--- config.mk ---
export PLATFORM = sky130hd
export DESIGN_NAME = and_reduce_pipe
export DESIGN_NICKNAME = d
export VERILOG_FILES = /design/src/rtl/and_reduce_pipe.sv
export SDC_FILE = /design/constraint.sdc
export NUM_CORES = 1
export LEC_CHECK = 0
export BUFFER_PORTS_ARGS = -buffer_cell sky130_fd_sc_hd__buf_2
export CAP_MARGIN = 20
export CORE_AREA = 2 2 39 41
export DETAILED_ROUTE_END_ITERATION = 10
export DIE_AREA = 0 0 41 43
export PLACE_DENSITY_LB_ADDON = 0.3
export SKIP_LAST_GASP = 1
export SLEW_MARGIN = 20
export SYNTH_ARGS = -nofsm -noshare
export SYNTH_HDL_FRONTEND = slang
export SYNTH_SLANG_ARGS = --single-unit
--- constraint.sdc ---
create_clock -name ck -period 2.89 [get_ports ck]
set_clock_uncertainty 0.1 [all_clocks]
set_input_delay 0 -clock ck [delete_from_list [all_inputs] [get_ports ck]]
set_output_delay 0 -clock ck [all_outputs]
set_load 0.02 [all_outputs]
--- src/rtl/and_reduce_pipe.sv ---
`default_nettype none
// ============================================================================
// Module   : and_reduce_pipe
// Purpose  : Pipelined FANIN-ary AND/NAND reduction tree with valid/ready flow
//            control and a global stall.
// Revision : 1.0
// ============================================================================
module and_reduce_pipe #(
    parameter int WIDTH = 9,
    parameter int FANIN = 3
) (
    input  logic             ck,
    input  logic             rst,
    input  logic [WIDTH-1:0] i,
    input  logic             inv,
    input  logic             in_vld,
    output logic             in_rdy,
    output logic             q,
    output logic             nq,
    output logic             out_vld,
    input  logic             out_rdy,
    output logic             busy
);

    function automatic int calc_stages(input int w, input int f);
        int n;
        int span;
        n    = 0;
        span = 1;
        for (int k = 0; k < 64; k++) begin
            if (span < w) begin
                span = span * f;
                n    = n + 1;
            end
        end
        return n;
    endfunction

    // Number of live bits after s tree levels (level 0 is the operand itself).
    function automatic int lvl_width(input int s);
        int w;
        w = WIDTH;
        for (int k = 0; k < s; k++) begin
            w = (w + FANIN - 1) / FANIN;
        end
        return w;
    endfunction

    function automatic int lvl_offset(input int s);
        int o;
        o = 0;
        for (int k = 0; k < s; k++) begin
            o = o + lvl_width(k);
        end
        return o;
    endfunction

    localparam int STAGES = calc_stages(WIDTH, FANIN);
    localparam int TOTAL  = lvl_offset(STAGES + 1);

    logic [TOTAL-1:0]  lvl;
    logic              adv;
    logic [STAGES-1:0] vld_q;
    logic [STAGES-1:0] vld_d;
    logic [STAGES-1:0] inv_q;
    logic [STAGES-1:0] inv_d;
    logic [STAGES-1:0] vld_in;
    logic [STAGES-1:0] inv_in;

    assign lvl[WIDTH-1:0] = i;

    assign out_vld = vld_q[STAGES-1];
    assign adv     = ~out_vld | out_rdy;
    assign in_rdy  = adv;
    assign busy    = |vld_q;
    assign q       = lvl[TOTAL-1] ^ inv_q[STAGES-1];
    assign nq      = ~q;

    if (STAGES > 1) begin : g_chain
        assign vld_in = {vld_q[STAGES-2:0], in_vld};
        assign inv_in = {inv_q[STAGES-2:0], inv};
    end else begin : g_single
        assign vld_in = in_vld;
        assign inv_in = inv;
    end

    // Side-band inv only moves with a real token so q keeps the last result.
    always_comb begin
        vld_d = vld_q;
        inv_d = inv_q;
        if (adv) begin
            vld_d = vld_in;
            inv_d = (inv_in & vld_in) | (inv_q & ~vld_in);
        end
    end

    always_ff @(posedge ck) begin
        if (rst) begin
            vld_q <= '0;
            inv_q <= '0;
        end else begin
            vld_q <= vld_d;
            inv_q <= inv_d;
        end
    end

    for (genvar s = 0; s < STAGES; s++) begin : g_stage
        localparam int W_IN  = lvl_width(s);
        localparam int W_OUT = lvl_width(s + 1);
        localparam int O_IN  = lvl_offset(s);
        localparam int O_OUT = lvl_offset(s + 1);

        logic [W_OUT*FANIN-1:0] x_pad;
        logic [W_OUT-1:0]       dat_d;
        logic [W_OUT-1:0]       dat_q;

        // Missing group inputs are tied high so they never affect the AND.
        always_comb begin
            x_pad           = '1;
            x_pad[W_IN-1:0] = lvl[O_IN +: W_IN];
            dat_d           = '1;
            for (int j = 0; j < W_OUT; j++) begin
                dat_d[j] = &x_pad[j*FANIN +: FANIN];
            end
        end

        always_ff @(posedge ck) begin
            if (rst) begin
                dat_q <= '0;
            end else if (adv && vld_in[s]) begin
                dat_q <= dat_d;
            end
        end

        assign lvl[O_OUT +: W_OUT] = dat_q;
    end

endmodule
`default_nettype wire
After elaboration in Yosys (flattened, before gate mapping). Cells that the tools add are included.

Bitwise logic cells: 8. Reductions and logical operators: 7.

Operators with widths (number): $reduce_and A3 Y1 (4); $and A2 B2 Y2 (2); $logic_and A1 B1 Y1 (2); $not A1 Y1 (2); $not A2 Y2 (1); $or A2 B2 Y2 (1); $reduce_or A2 Y1 (1); $or A1 B1 Y1 (1); $xor A1 B1 Y1 (1).

Flip-flop bits (word level): 8. Input bits: 14. Output and inout bits: 5. Word-level logic and storage cells: 19.

Longest topological paths before layout. Gate-level depths: netlist of the first run.

Depth in word-level cells: 3. Depth in mapped cells: 4. Depth with buffers taken out: 4.

Worst setup path after synthesis of the first run. No wires, ideal clock.

Kind: register to register. From: register vld_q[1]. To: register g_stage[0].dat_q[0]. Arrival: 0.935 ns. Setup slack: 1.727 ns. Cell stages (with the launch flop): 5. Buffers on the path: 0. Clock period less this slack: 1.163 ns. Cell sequence: dfxtp_1 -> nor2b_4 -> inv_2 -> nand3_1 -> a21oi_1.

Longest elaborated chain between the ends: 3.

Ends and longest elaborated chain: from (decl) (line 63) `logic [STAGES-1:0] vld_q;`; from (signal assigned) (line 102) `vld_q <= vld_d;`; $not A1 Y1 (line 73) `assign adv = ~out_vld | out_rdy;`; $or A1 B1 Y1 (line 73); named net in_rdy (line 17) `output logic in_rdy,`; $logic_and A1 B1 Y1 (line 130) `end else if (adv && vld_in[s]) begin`; to (signal assigned) (line 131) `dat_q <= dat_d;`; to (decl) (line 115) `logic [W_OUT-1:0] dat_q;`.

The timed path passes the listed nets, and every way through them passes these cells. A chain may end at the register's enable or synchronous reset.

==> reports/summary.txt, run 1 <==
Status = complete, no violations
CTS tree = yes
Row count = 14
Warnings from Yosys = 0
Cell family contributing the most delay on the critical path = buffers and inverters
Mapped Nets = 56
Peak supply drop = 0.1692 mV
Critical path fanouts, max = 9
Placed instance count = 75
GR Overflow Total = 0
# DRC = 0
Synth area leader = dfxtp_1
Core Region = 1384 µm²
CP max stage delay = 0.55 ns
Worst r2r src = vld_q[1]$_SDFFE_PP0P_
Worst path most repeated cell = dlygate4sd3_1
Hold Startpoint = i[4]
Period Utilization, post-route = 74.71%
Setup TNS = 0 ns
Syn Area/Cell = 8.103 µm²
Worst slew pin tran = 0.1805 ns
Worst hold-check slack = 0.04854 ns
Critical Path Slowest Stage Cell = dlygate4sd3_1
Min-Delay Path Class = input pin to flop
CTS Sinks = 8
Top-Level Pins = 19
Post-CTS Hold Fix Bufs = 7
Final Setup Violations = 0
Post-layout util = 38.97%
Fin cells = 85
Starting DRT DRC Count = 4
CTS Buf Count = 3
Root Buffer = clkbuf_4
CP Launch Type = input pin
Die Ht = 43 µm
Footprint of the multi-input gates = 161.4 µm²
Yosys reg bits = 8
Inserted Diodes = 0
Vias = 386
Effective utilization at floorplan = 24.59%
Crit Path Category = input pin to flop
Post-Synthesis Cells = 42
Synth top area share = 47.06%
Post-CTS setup buffers = 0
RSZ-0062 raised after global routing = no
Sequential-to-total area share from yosys stat = 47.06%
CP Data Arrival Time = 2.20 ns
GPL Wtd Cong = 0.8178
Slew HR = 87.84%
Final net count = 85
Initial antenna violation count = 0
Mapped Area = 340.3 µm²
WL final = 770 µm
Gr usage total = 11.04%
Number of global-route vias before repair = 350
Worst-case reg-to-reg path depth = 6
Power Density = 438.5 nW/µm²
Layout cells sized above 1 = 33.33%
Fin. Hold Viols = 0
Via/cell ratio = 4.541
R2R Setup Slk = 0.77 ns
Number of max-cap violations = 0
Largest net degree at the start of global routing = 10
CP Cell Sequence = dlygate4sd3_1 -> buf_2 -> nor2b_4 -> inv_2 -> nand3_1 -> dlygate4sd3_1 -> a21oi_1 -> dlygate4sd3_1
Netlist cell types = 12
Sequential cell area = 160.2 µm²
Fill cell count = 142
First-pass GRT wire length = 1297 µm
Pins Over Slew Limit = 0
Number of stages on the worst setup path = 8
Layout area overhead = 58.46%
Die span in x = 41 µm
Maximum clock path buffer count = 2
Die area = 1763 µm²
Hold depth = 4
Detailed Routing Iterations Pass 1 = 4
Max Clock Freq = 463.1 MHz
WP data required = 2.93 ns
Critical path buffer and inverter count = 5
Crit path capture type = flop
Clock transition at the registers of the reported paths = 0.05 ns
Hold Path Sink = g_stage[0].dat_q[1]$_SDFFE_PP0P_
PortBufs = 18
Final ANT Viol Nets = 0
Static Leak = 0.2546 nW
Clock latency at the later pin of the worst-skew pair = 0.25 ns
Min Clock Period, post-route = 2.159 ns
Drt wl/cell = 9.059 µm
CTS resizes = 0
H-tree Lvls = 1
Ranking of synthesized cells by area = dfxtp_1 47%, a21oi_1 12%, nand3_1 8.8%, o21ai_0 8.8%, and3_1 7.4%
-- synthesized netlist by cell type --
cell,instances
nor2b_4,1
inv_2,1
nand2_1,2
nand3_1,6
o21ai_0,6
a21oi_1,8
inv_1,3
dfxtp_1,8
buf_1,1
or2_1,1
and3_1,4
xnor2_1,1
-- layer usage --
metal	vias to the layer above	GRT usage (%)	wire, µm
met5	-	0	0
met4	0	10.00	10
met3	2	3.141	63
met2	18	15.94	345
met1	166	12.22	350
li1	200	-	-
-- per-stage QoR --
| stage | instance area (µm²) | power, mW | worst slack [ns] |
|---|---|---|---|
| floorplan | 340.3 | 0.1342 | 1.727 |
| global route | 539.3 | 0.2500 | 0.6293 |
| global placement | 446.7 | 0.1481 | 1.882 |
| finish | 539.3 | 0.2365 | 0.7308 |
| CTS | 539.3 | 0.2403 | 0.7472 |
| detailed placement | 446.7 | 0.1485 | 1.864 |
-- worst max-delay path by stage --
stage	end	slack [ns]	startpoint
6_report	flop	0.73	out_rdy
5_1_grt	flop	0.63	out_rdy
4_1_cts	flop	0.75	out_rdy
3_5_place_dp	g_stage[0].dat_q[1]$_SDFFE_PP0P_	1.86	vld_q[1]$_SDFFE_PP0P_
3_3_place_gp	g_stage[0].dat_q[2]$_SDFFE_PP0P_	1.88	vld_q[1]$_SDFFE_PP0P_
2_1_floorplan	g_stage[0].dat_q[0]$_SDFFE_PP0P_	1.73	vld_q[1]$_SDFFE_PP0P_
-- layout by cell type, fill, tap and decap left out --
cell           instances
a21oi_1                8
inv_1                  3
nand2_1                2
xnor2_1                1
o21ai_0                6
dfxtp_1                8
inv_2                  1
nor2b_4                1
dlygate4sd3_1          7
and3_1                 4
nand3_1                6
clkbuf_4               3
or2_1                  1
buf_2                 18
-- logic make-up (layout without fill, tap and decap cells) --
family                 count (synthesis)  count (layout)  share of synthesized area, %
XOR/XNOR                               1               1                         2.574
flip-flops                             8               8                         47.06
AND/OR/NAND/NOR                       14              14                         24.26
buffers and inverters                  5              32                         5.512
AO/OA/AOI/OAI                         14              14                         20.59
-- power by group --
part,internal (mW),switching [mW]
Sequential,0.114,0.00237
Clock,0.0474,0.0362
Combinational,0.0194,0.0168
Total,0.181,0.0553
-- area by class of cell --
type / count / share of cell area (%)
clock buffers: 3 / 4.176
inverters: 4 / 2.784
multi-input cells: 29 / 29.93
flip-flops and latches: 8 / 29.70
well taps: 16 / 3.712
repair buffers: 25 / 29.70
-- worst register-to-register path, stage by stage, from the launching register on --
cell	delay (ns)
dfxtp_1	0.33
nor2b_4	0.22
inv_2	0.11
nand3_1	0.09
dlygate4sd3_1	0.55
a21oi_1	0.06
dlygate4sd3_1	0.55
Note: power is estimated with default switching activity, not from simulation.
==> run 2, diff against run 1 <==
- ABC_AREA: not set -> 1
- clock period: 2.89 -> 2 ns (I/O delays scaled with it)
==> run 2 against run 1 <==
Critical path depth unchanged. Sequential power grew 52%. Design area is 17% higher. Combinational power is 150% higher. Total power rose by 63%. Via count is 13% higher. Global-route usage grew 1.1 points. Worst setup slack got worse by 0.22 ns. Clock-buffer cell count stayed put. Largest power group unchanged. Highest routed layer unchanged.
==> reports/summary.txt, run 2 <==
CTS Sinks = 8
Final Setup Violations = 0
RSZ-0062 raised after global routing = no
Final net count = 106
Die area = 1763 µm²
Worst-case reg-to-reg path depth = 5
Static Leak = 0.3422 nW
Via/cell ratio = 4.132
Post-synth EDFFs = 0
Mux contribution to synthesized area = 0%
Peak supply drop = 0.2455 mV
Min Clock Period, post-route = 1.494 ns
Number of stages on the worst setup path = 8
Row count = 14
Critical path fanouts, max = 8
Clock latency at the later pin of the worst-skew pair = 0.24 ns
Largest family of logic cells by synthesized area = simple AND/OR/NAND/NOR gates
Effective utilization at floorplan = 27.94%
Synth top area share = 41.42%
Number of global-route vias before repair = 360
Fin. Hold Viols = 0
Worst path most repeated cell = dlygate4sd3_1
Die Ht = 43 µm
Detailed Routing Iterations Pass 1 = 4
Most common cell after layout, fill and taps aside = buf_2
Post-synthesis xor/xnor area fraction = 2.265%
Initial antenna violation count = 0
R2R Setup Slk = 0.55 ns
Worst r2r src = vld_q[1]$_SDFFE_PP0P_
Post-synthesis adder-cell area fraction = 0%
Ranking of synthesized cells by area = dfxtp_1 41%, nand2_1 14%, nor2_1 14%, inv_1 7.8%, nand2_4 5.8%
Crit path capture type = flop
Critical Path Slowest Stage Cell = dlygate4sd3_1
Die span in x = 41 µm
Starting DRT DRC Count = 4
Warnings from Yosys = 0
Top-Level Pins = 19
Period Utilization, post-route = 74.71%
Largest net degree at the start of global routing = 9
Synth area leader = dfxtp_1
Syn Area/Cell = 6.666 µm²
Clock transition at the registers of the reported paths = 0.05 ns
GPL Wtd Cong = 0.7027
Critical path buffer and inverter count = 4
Yosys reg bits = 8
Gr usage total = 12.19%
Cell family contributing the most delay on the critical path = buffers and inverters
Pins Over Slew Limit = 0
Layout cells sized above 1 = 28.89%
Number of max-cap violations = 0
WP data required = 2.08 ns
Simple-gate portion of the synthesized area = 41.42%
CP Cell Sequence = dlygate4sd3_1 -> buf_2 -> inv_2 -> nand2_4 -> nand3b_1 -> dlygate4sd3_1 -> nand2_1 -> nor2_1
Layout area overhead = 62.78%
# DRC = 0
Final worst setup slack = 0.5059 ns
Core Region = 1384 µm²
Hpwl dp = 570.6 µm
Netlist cell types = 12
Commonest cells in the netlist = 14 x nand2_1, 14 x nor2_1, 8 x dfxtp_1, 8 x inv_1, 4 x a21oi_1
Post-Synthesis Cells = 58
GR Overflow Total = 0
CP max stage delay = 0.56 ns
Post-CTS setup buffers = 0
Setup TNS = 0 ns
CP startpoint = out_rdy
CP Launch Type = input pin
Mapped Nets = 72
Setup slack at placement = 1.046 ns
Maximum clock path buffer count = 2
Placed Area = 496.7 µm²
Status = complete, no violations
PortBufs = 18
First-pass GRT wire length = 1414 µm
Compound-cell area share of the yosys netlist = 5.178%
Final ANT Viol Nets = 0
Root Buffer = clkbuf_4
Slew HR = 86.95%
CTS tree = yes
Top_reg_cell synth = dfxtp_1
Max Clock Freq = 669.3 MHz
CP Data Arrival Time = 1.58 ns
Post-layout util = 45.48%
Inserted Diodes = 0
Power Density = 614.3 nW/µm²
Worst slew pin tran = 0.1955 ns
WL final = 818 µm
Drt wl/cell = 7.717 µm
Commonest non-fill, non-tap cells in the layout = 18 x buf_2, 14 x nand2_1, 14 x nor2_1, 11 x dlygate4sd3_1
Crit Path Category = input pin to flop
Mapped Area = 386.6 µm²
Min-Delay Path Class = input pin to flop
Async set-reset flop share out of synthesis = 0%
CTS Buf Count = 3
Vias = 438
CTS resizes = 0
H-tree Lvls = 1
Final instance area = 629.4 µm²
Sequential-to-total area share from yosys stat = 41.42%
## run 2: cell count changes after synthesis, moves of 5 or more
| cell | change |
|---|---|
| nor2_1 | +14 |
| nand2_1 | +12 |
| o21ai_0 | -6 |
| inv_1 | +5 |
| nand3_1 | -5 |
## run 2: stage by stage
stage	power, mW	hold slack [ns]	std cells
detailed placement	0.2562	0.09347	92
global placement	0.2544	0.09334	92
CTS	0.3974	0.001666	106
finish	0.3866	0.008856	106
floorplan	0.2280	-0.03093	58
global route	0.4250	0.07332	106
## run 2: power by group
part           internal [mW]  total, mW  leakage [nW]  switching (mW)
Combinational         0.0458     0.0902         0.262          0.0444
Clock                 0.0683      0.118        0.0138          0.0500
Sequential             0.171      0.178        0.0661         0.00747
Total                  0.285      0.387         0.342           0.102
## run 2: cell families after synthesis
| family | Yosys count |
|---|---|
| simple gates | 35 |
| buf+inv | 10 |
| flops | 8 |
| xor+xnor | 1 |
| compound gates | 4 |
## run 2: worst register-to-register path: stages, from the launching register on
cell           delay [ns]
dfxtp_1              0.39
nand2_4              0.11
nand3b_1             0.10
dlygate4sd3_1        0.56
nand2_1              0.05
nor2_1               0.08
## run 2: layout make-up
class	count	area, µm²
fill	151	754.5
timing repair buffer	29	200.2
multi-input combinational	40	188.9
sequential	8	160.2
inverter	10	37.54
clock buffer	3	22.52
tap	16	20.02
## run 2: how the worst min path moves through the flow
| stage | start | to | cells after the start |
|---|---|---|---|
| 2_1_floorplan | rst | vld_q[0]$_SDFFE_PP0P_ | 1 |
| 3_3_place_gp | rst | vld_q[0]$_SDFFE_PP0P_ | 2 |
| 3_5_place_dp | rst | vld_q[0]$_SDFFE_PP0P_ | 2 |
| 4_1_cts | i[7] | g_stage[0].dat_q[2]$_SDFFE_PP0P_ | 5 |
| 5_1_grt | i[7] | g_stage[0].dat_q[2]$_SDFFE_PP0P_ | 5 |
| 6_report | i[7] | g_stage[0].dat_q[2]$_SDFFE_PP0P_ | 5 |
## run 2: what timing repair did
action	4_1_cts	5_1_grt
setup endpoints to repair	0	0
hold endpoints to repair	6	0
hold buffers	11	0
## run 2: layer usage
metal	vias to the layer above	share of wire [%]	GRT usage (%)
met2	8	49	16.25
met5	-	0	0
met1	190	46	14.61
met3	2	3.5	6.283
met4	0	1.7	8.000
li1	238	-	-
==> run 3, diff against run 2 <==
- clock period: 2 -> 1.45 ns (I/O delays scaled with it)
==> run 3 against run 2 <==
Design area grew 0.40%. Routed wire length grew 0.12%. Largest cell class is now multi-input combinational cells. Register-to-register slack lost 0.48 ns. First-iteration DRC count grew 25%. Critical path type is now flop to flop. Critical path depth shrank 4. Sequential share of layout area grew 0.49 points. Combinational power grew 36%. Total power grew 38%. Worst hold slack is essentially flat. Largest power group unchanged. Flip-flop and latch count is the same. Via count shrank 1.4%. Die area is the same.
==> reports/summary.txt, run 3 (same netlist as run 2, synthesis figures left out) <==
Period Utilization, post-route = 95.37%
Peak supply drop = 0.3379 mV
Die span in x = 41 µm
Switching Share = 26.67%
CP Launch Type = flop
Crit Path Category = flop to flop
Die area = 1763 µm²
Row count = 14
Min-Delay Path Class = input pin to flop
Top-Level Pins = 19
CTS Buf Count = 3
H-tree Lvls = 1
Die Ht = 43 µm
Largest net degree at the start of global routing = 9
Number of max-cap violations = 0
Critical R2R Capture = vld_q[0]$_SDFFE_PP0P_
Gr usage total = 12.29%
Sequential Power Share = 46.2%
Layout cells sized above 1 = 30.34%
R2R Setup Slk = 0.07 ns
CTS tree = yes
Core Region = 1384 µm²
Layout area overhead = 63.43%
Crit path capture type = flop
WP data required = 1.48 ns
WL final = 819 µm
Inserted Diodes = 0
Root Buffer = clkbuf_4
Fill cell count = 151
Hold Path Sink = g_stage[0].dat_q[2]$_SDFFE_PP0P_
Placed Area = 496.7 µm²
Hpwl dp = 570.6 µm
Vias = 432
Internal power = 0.3906 mW
Number of global-route vias before repair = 356
Worst slew pin tran = 0.1953 ns
CP Data Arrival Time = 1.41 ns
Min Clock Period, post-route = 1.383 ns
Final worst setup slack = 0.06711 ns
Critical path fanouts, max = 8
Clock latency at the later pin of the worst-skew pair = 0.24 ns
Combinational Power Share = 23.2%
Final ANT Viol Nets = 0
Static Leak = 0.3319 nW
Starting DRT DRC Count = 5
GR Overflow Total = 0
Via/cell ratio = 4.114
Max Clock Freq = 723.1 MHz
Final instance area = 631.9 µm²
Worst r2r src = vld_q[1]$_SDFFE_PP0P_
Effective utilization at floorplan = 27.94%
Power Density = 843.1 nW/µm²
Hold Startpoint = i[7]
Drt wl/cell = 7.800 µm
Commonest non-fill, non-tap cells in the layout = 18 x buf_2, 14 x nand2_1, 14 x nor2_1, 10 x dlygate4sd3_1, 8 x inv_1
Fin cells = 105
# DRC = 0
RSZ-0062 raised after global routing = no
PortBufs = 18
First-pass GRT wire length = 1428 µm
Hold depth = 5
Slew HR = 86.96%
Post-CTS setup buffers = 0
Final net count = 105
Setup TNS = 0 ns
Status = complete, no violations
Clock power share = 30.6%
Placed instance count = 92
Clock transition at the registers of the reported paths = 0.05 ns
Initial antenna violation count = 0
Fin. Hold Viols = 0
Post-layout util = 45.66%
Worst-case reg-to-reg path depth = 4
Detailed Routing Iterations Pass 1 = 4
GPL Wtd Cong = 0.7028
CTS Sinks = 8
Setup slack at placement = 0.4962 ns
Pins Over Slew Limit = 0
Psw = 0.1421 mW
Maximum clock path buffer count = 2
Most common cell after layout, fill and taps aside = buf_2
Final Setup Violations = 0
## run 3: cell count changes in the layout (fill, tap and decap cells not counted)
cell           change
dfxtp_4            +1
nand2_4            -1
nand2_8            +1
dlygate4sd3_1      -1
dfxtp_1            -1
## run 3: layer usage
layer	up-vias	wire length, µm	GRT usage, %
li1	236	-	-
met1	186	388	14.94
met2	8	388	16.25
met3	2	27	6.283
met4	0	14	8.000
met5	-	0	0
## run 3: stage by stage
| stage | hold slack, ns | power (mW) |
|---|---|---|
| 5_1_grt | 0.07332 | 0.5857 |
| 6_report | 0.009328 | 0.5327 |
| 3_5_place_dp | 0.09347 | 0.3534 |
| 3_3_place_gp | 0.09333 | 0.3509 |
| 4_1_cts | 0.001666 | 0.5477 |
| 2_1_floorplan | -0.03093 | 0.3146 |
## run 3: cell type report
type / instances / area (µm²) / area share, %
well taps: 16 / 20.02 / 3.168
flip-flops and latches: 8 / 163.9 / 25.94
repair buffers: 28 / 190.2 / 30.10
inverters: 10 / 37.54 / 5.941
multi-input cells: 40 / 197.7 / 31.29
clock buffers: 3 / 22.52 / 3.564
## run 3: worst max path at each step
| stage | start | end | slack, ns |
|---|---|---|---|
| finish | vld_q[1]$_SDFFE_PP0P_ | vld_q[0]$_SDFFE_PP0P_ | 0.07 |
| global route | vld_q[1]$_SDFFE_PP0P_ | vld_q[0]$_SDFFE_PP0P_ | 0.01 |
| CTS | vld_q[1]$_SDFFE_PP0P_ | flop | 0.02 |
| detailed placement | vld_q[1]$_SDFFE_PP0P_ | g_stage[0].dat_q[2]$_SDFFE_PP0P_ | 0.50 |
| global placement | vld_q[1]$_SDFFE_PP0P_ | g_stage[0].dat_q[2]$_SDFFE_PP0P_ | 0.53 |
| floorplan | vld_q[1]$_SDFFE_PP0P_ | g_stage[0].dat_q[0]$_SDFFE_PP0P_ | 0.36 |
## run 3: worst max-delay path: stages (launching register included)
cell and delay [ns]:
dfxtp_4 0.38, nand2_8 0.07, nand2_4 0.09, a21oi_1 0.07, dlygate4sd3_1 0.55
## run 3: power by group through the flow
stage,clock network [mW],registers [mW],logic (mW)
after floorplan,0,0.250,0.0641
after global placement,0,0.250,0.101
after detailed placement,0,0.250,0.103
after CTS,0.178,0.245,0.125
after global routing,0.196,0.247,0.142
final,0.163,0.246,0.123
## run 3: repair_timing
item / CTS / global route
resized for setup: 0 / 3
hold buffers: 11 / 0
setup endpoints to repair: 0 / 3
endpoints found under the hold margin: 6 / 0
